**src/rtl/matrix_scan_ctrl.sv**
```systemverilog
// matrix_scan_ctrl: column-scan controller for a 5-column x 7-row LED matrix.
// Steps a 3-bit column select and drives the matching active-low row pattern
// from a double-buffered frame store. The host writes the back buffer and
// requests a swap, which is applied only on the column 4 -> 0 wrap.
//
// Optional feature macro: SCAN_BLANK_EN
//   defined   - row_n is dark for the first BLANK_CYC cycles of every dwell
//   undefined - row data is shown for the whole dwell; BLANK_CYC is unused
//
// Host strobes: wr_en and swap_req are one-way strobes with no ready/backpressure.
// A write is taken in any cycle where wr_en=1 and wr_col<=4. A swap request is
// always accepted and held in swap_pending until the next wrap executes it;
// repeated requests before that wrap collapse into one swap.
module matrix_scan_ctrl #(
  parameter int DIV       = 1000,
  parameter int BLANK_CYC = 50
) (
  input  logic       clk,
  input  logic       rst_n,
  input  logic       enable,
  input  logic       wr_en,
  input  logic [2:0] wr_col,
  input  logic [6:0] wr_data,
  input  logic       swap_req,
  output logic [2:0] col_sel,
  output logic [6:0] row_n,
  output logic       frame_tick,
  output logic       swap_pending
);

  localparam int            PW        = $clog2(DIV);
  localparam logic [PW-1:0] PCNT_LAST = PW'(DIV - 1);

  logic [PW-1:0] pcnt;
  logic [PW-1:0] pcnt_nxt;
  logic [2:0]    col_nxt;
  logic [6:0]    front [5];
  logic [6:0]    back  [5];
  logic          last_cyc;
  logic          wrap;
  logic          do_swap;
  logic          blank_nxt;
  logic [6:0]    row_data_nxt;

  // Last cycle of a dwell, the frame wrap, and whether the wrap copies buffers.
  assign last_cyc = enable && (pcnt == PCNT_LAST);
  assign wrap     = last_cyc && (col_sel == 3'd4);
  assign do_swap  = wrap && (swap_pending || swap_req);

  // Prescaler next value: counts while enabled, cleared while frozen.
  always_comb begin
    pcnt_nxt = '0;
    if (enable && !last_cyc) pcnt_nxt = pcnt + 1'b1;
  end

  // Column pointer next value: steps 0..4 and wraps, holds otherwise.
  always_comb begin
    col_nxt = col_sel;
    if (last_cyc) col_nxt = (col_sel == 3'd4) ? 3'd0 : col_sel + 3'd1;
  end

  // Row data for the column that will be shown after this edge; a swap on the
  // same edge means the freshly copied back-buffer row is the one displayed.
  always_comb begin
    row_data_nxt = '0;
    for (int i = 0; i < 5; i++) begin
      if (col_nxt == 3'(i)) row_data_nxt = do_swap ? back[i] : front[i];
    end
  end

`ifdef SCAN_BLANK_EN
  localparam logic [PW-1:0] BLANK_LEN = PW'(BLANK_CYC);
  assign blank_nxt = !enable || (pcnt_nxt < BLANK_LEN);
`else
  logic unused_blank_cfg;
  assign unused_blank_cfg = (BLANK_CYC < DIV);
  assign blank_nxt = !enable;
`endif

  // Scan state: prescaler, column select, row drive and frame pulse move together
  // so row_n always belongs to col_sel.
  always_ff @(posedge clk or negedge rst_n) begin
    if (!rst_n) begin
      pcnt       <= '0;
      col_sel    <= 3'd0;
      row_n      <= 7'h7F;
      frame_tick <= 1'b0;
    end else begin
      pcnt       <= pcnt_nxt;
      col_sel    <= col_nxt;
      row_n      <= blank_nxt ? 7'h7F : ~row_data_nxt;
      frame_tick <= wrap;
    end
  end

  // Swap request latch: set by a request, cleared by the wrap that serves it.
  always_ff @(posedge clk or negedge rst_n) begin
    if (!rst_n) begin
      swap_pending <= 1'b0;
    end else if (do_swap) begin
      swap_pending <= 1'b0;
    end else if (swap_req) begin
      swap_pending <= 1'b1;
    end
  end

  // Front buffer: whole-image copy from the back buffer at a served wrap.
  always_ff @(posedge clk or negedge rst_n) begin
    if (!rst_n) begin
      for (int i = 0; i < 5; i++) front[i] <= '0;
    end else if (do_swap) begin
      for (int i = 0; i < 5; i++) front[i] <= back[i];
    end
  end

  // Back buffer: host writes; column addresses 5..7 match no entry and are dropped.
  always_ff @(posedge clk or negedge rst_n) begin
    if (!rst_n) begin
      for (int i = 0; i < 5; i++) back[i] <= '0;
    end else begin
      for (int i = 0; i < 5; i++) begin
        if (wr_en && (wr_col == 3'(i))) back[i] <= wr_data;
      end
    end
  end

endmodule

```
**config.mk**
```make
export PLATFORM = sky130hd
export DESIGN_NAME = matrix_scan_ctrl
export DESIGN_NICKNAME = d
export VERILOG_FILES = /design/src/rtl/matrix_scan_ctrl.sv
export SDC_FILE = /design/constraint.sdc
export NUM_CORES = 1
export LEC_CHECK = 0
export CORE_MARGIN = 2
export CORE_UTILIZATION = 45
export CTS_BUF_LIST = sky130_fd_sc_hd__clkbuf_16
export CTS_CLUSTER_DIAMETER = 60
export CTS_CLUSTER_SIZE = 25
export DETAILED_ROUTE_END_ITERATION = 10
export GPL_TIMING_DRIVEN = 0
export PLACE_DENSITY = 0.75
export SYNTH_ARGS = -nofsm -noshare
export SYNTH_HDL_FRONTEND = slang
export SYNTH_SLANG_ARGS = --single-unit
```
**constraint.sdc**
```tcl
create_clock -name clk -period 3.27 [get_ports clk]
set_clock_uncertainty 0.1 [all_clocks]
set_input_delay 0.327 -clock clk [delete_from_list [all_inputs] [get_ports clk]]
set_output_delay 0.327 -clock clk [all_outputs]
set_load 0.02 [all_outputs]
```
==> impl_results.md <==
- Status: finished clean
- Largest family of logic cells by synthesized area: multiplexers
- CTS tree: done
- Final GP Congestion: approximately 0.77
- Final setup vio count: 0
- Commonest non-fill, non-tap cells in the layout: 85 x dfrtp_1, 63 x mux2_2, 23 x clkdlybuf4s50_1
- Total track usage: a little under a fifth
- Vias: about 2,500
- Post-Synth Simple-Gate Area: between 10% and 20%
- Cts bufs inserted: 9
- Post-Synth Adder-Cell Area: 0.949%
- Synth unique cells: 39
- Fill cell count: 705
- Clk pwr share: 39.8%
- Largest net degree at the start of global routing: 53
- Die extent in x: between 90 and 100 µm
- 1st-iter DRT viols: roughly 110
- Final nets: 355
- Clk slew on worst S/H paths: ~0.07 ns
- Crit path DAT: 3.00 ns
- Register bit total from synthesis: roughly 90
- Syn_area_per_cell: 13.3 µm²
- Commonest non-fill, non-tap cell in the layout: dfrtp_1
- Post-Syn Nets: 315
- N_diodes: 0
- Total grt overflow: 0
- Initial antenna violation count: 0
- Max cap viols: 0
- Vias in the first global route: approximately 2,600
- Internal Power: around 1.9 mW
- Slew HR: between 10% and 20%
- Sw power: between 500 and 600 µW
- DP HPWL: between 5000 and 6000 µm
- Most used cell, CP: o211ai_1
- DR vias/cell: 5.52
- Post-synthesis sequential area ratio: roughly three fifths
- Syn Inst Count: just under 300
- Final Max Slew Viols: 0
- XOR/XNOR Fraction of Synth Area: under 10%
- Final period util: 86.3%
- FMAX: 354 MHz
- Hold Path Stages: 1
- Total core area: approximately 8600 µm²
- Site Rows: 34
- Worst Setup SP: col_sel[0]
- Post-DRT Antenna Nets: 0
- Clock tree buffer depth: 2
- Critical Path Fanout Max: 10
- Final Core Density: between 50% and 60%
- Number of H-tree levels: 3
- Reg2Reg Depth: 9
- Chip Height: between 90 and 100 µm
- Global-route wire length before repair: around 14,000 µm
- WL per Instance: 18.1 µm
- Unrepaired setup endpoints after global routing: no
- Crit path kind: register to register
- Required time of the critical path: 3.45 ns
- Share of post-route cells with drive strength above 1: 31.9%
- Pwr dens: around 530 nW/µm²
- IO Pins: 27
- Complex-gate fraction of the synthesized area: roughly 6.4%
- Root Buffer: clkbuf_16
- Crit-path cells: inv_1 > ha_1 > o211ai_1 > nor4_4 > buf_4 > buf_6 > mux2_2 > o211ai_1 > a221o_1
- Period minus WS final: ~2.8 ns
- WP buf/inv: 3
- Crit-path leading delay family: compound AO/OA/AOI/OAI gates
- Leakage: approximately 2.1 nW
- HP Start: front[23]
- P&R area growth vs syn: 18.1%
- Worst-Margin Slew: 1.26 ns
- Tot Pwr: around 2.5 mW
- Switching Fraction: roughly a quarter
- Clock Sinks: 92
- Worst-Skew Late Latency: 0.34 ns
- Reg-to-Reg End: row_n[5]
- First-pass iteration count of the detailed router: 4
- Number of remaining DRC errors: 0
- RR Startpoint: col_sel[0]
- Max rail drop VDD: 334 µV
- Sequential share of power: 52.2%
- CP peak stage delay: about 0.43 ns
- Critical Path Stages: 9
- R2r setup slk: 0.45 ns
- Post-synthesis mux area share: a little under a fifth
- Post-Syn Area: between 3000 and 4000 µm²
- Gate power share: ~8.0%
- Port-buffer cells: 24
- Starting density of the core: approximately 46%
- Worst Setup End Kind: register
- CP Launch Type: register
- CP Capture Point: row_n[5]
- Full die area: about 9600 µm²
- DRT Wirelength: 8130 µm
- Synth warnings: 0
- Hold crit path type: register to register
- Final hold vios: 0
- Critical path's slowest cell: dfrtp_1
worst min path at each step:
stage / end / slack (ns)
after floorplan: back[0] / -0.07
after global placement: front[23] / 0.37
after detailed placement: pcnt[9] / 0.24
after CTS: front[23] / 0.39
after global routing: front[13] / 0.41
final: front[23] / 0.39
power by group through the flow:
stage | Clock [mW] | Combinational (mW) | Sequential [mW]
global placement | 0 | 0.187 | 1.31
floorplan | 0 | 0.118 | 1.30
finish | 0.985 | 0.199 | 1.29
global route | 1.05 | 0.219 | 1.31
detailed placement | 0 | 0.199 | 1.31
CTS | 1.00 | 0.203 | 1.29
state kept, by name (all words and copies together), names as in the netlist:
register and cells:
back 35, col_sel 3, frame_tick 1, front 35
pcnt 10, row_n 7, swap_pending 1
synthesized netlist by cell type, drive strengths merged:
master   n  share of area (%)
nor3     2               0.25
ha       3               0.95
nand4    1               0.16
a221o    7                1.8
nor3b    1               0.19
o21ai    8                1.0
nand3   15                1.9
nand2   19                1.8
xor2     5                1.1
xnor2    3               0.66
o41ai    1               0.22
clkbuf   3               0.28
o31a     1               0.22
or2b     1               0.19
o211ai   8                1.5
dfstp    7                4.7
or3      1               0.16
a21oi    1               0.13
nand2b   7                1.3
and2     1               0.16
nor2b    2               0.32
a32oi    7                1.6
nor4     1               0.54
dfrtp   85                 54
nor2    22                2.5
inv      5               0.47
and3     4               0.63
nand4b   1               0.60
mux2    65                 19
or4      1               0.28
buf      9                2.1
cell type report:
cell class	count	area, µm²	share of cell area, %
sequential	92	2310	49.5
clock buffer	9	225	4.82
inverter	5	18.8	0.402
timing repair buffer	29	298	6.37
multi-input combinational	188	1530	32.8
buffer	12	93.8	2.01
clock inverter	7	58.8	1.26
tap	108	135	2.89
worst reg2reg max path: cells and delay by family (launching register included):
| kind | cells | cell delay (ns) |
|---|---|---|
| flip-flops | 1 | 0.43 |
| adder cells (fa/ha/maj) | 1 | 0.20 |
| AO/OA/AOI/OAI | 3 | 0.72 |
| buffers and inverters | 3 | 0.54 |
| AND/OR/NAND/NOR | 1 | 0.42 |
| multiplexers | 1 | 0.36 |
through the flow:
step                      setup slack [ns]  cells  setup TNS (ns)  area, µm²  hold slack (ns)
final                                0.448    450               0       4670            0.389
after floorplan                      0.752    297               0       3960          -0.0686
after CTS                           0.0576    447               0       4650            0.392
after detailed placement           -0.0252    430         -0.0787       4360            0.238
after global placement               -1.42    429         -122.70       4330            0.367
after global routing                 0.220    450               0       4670            0.409
what timing repair did:
item	CTS	global route
endpoints found under the hold margin	36	0
hold buffers	1	0
setup endpoints to repair	0	7
buffers inserted	0	2
resized for setup	0	0
kinds of logic (layout without fill, tap and decap cells):
kind of cell	count (synthesis)	in the layout
AND/OR/NAND/NOR	79	79
adder cells (fa/ha/maj)	3	3
XOR/XNOR	8	8
buffers and inverters	17	62
flip-flops	92	92
AO/OA/AOI/OAI	33	33
multiplexers	65	65
metal layers:
metal,part of all wire [%],vias to the layer above,track usage (%)
met4,1.7,0,5.24
met5,0,-,0
met3,5.2,14,4.29
li1,-,1137,-
met1,46,1278,25.7
met2,47,53,28.7
No activity file was read; power rests on OpenSTA's default activity.
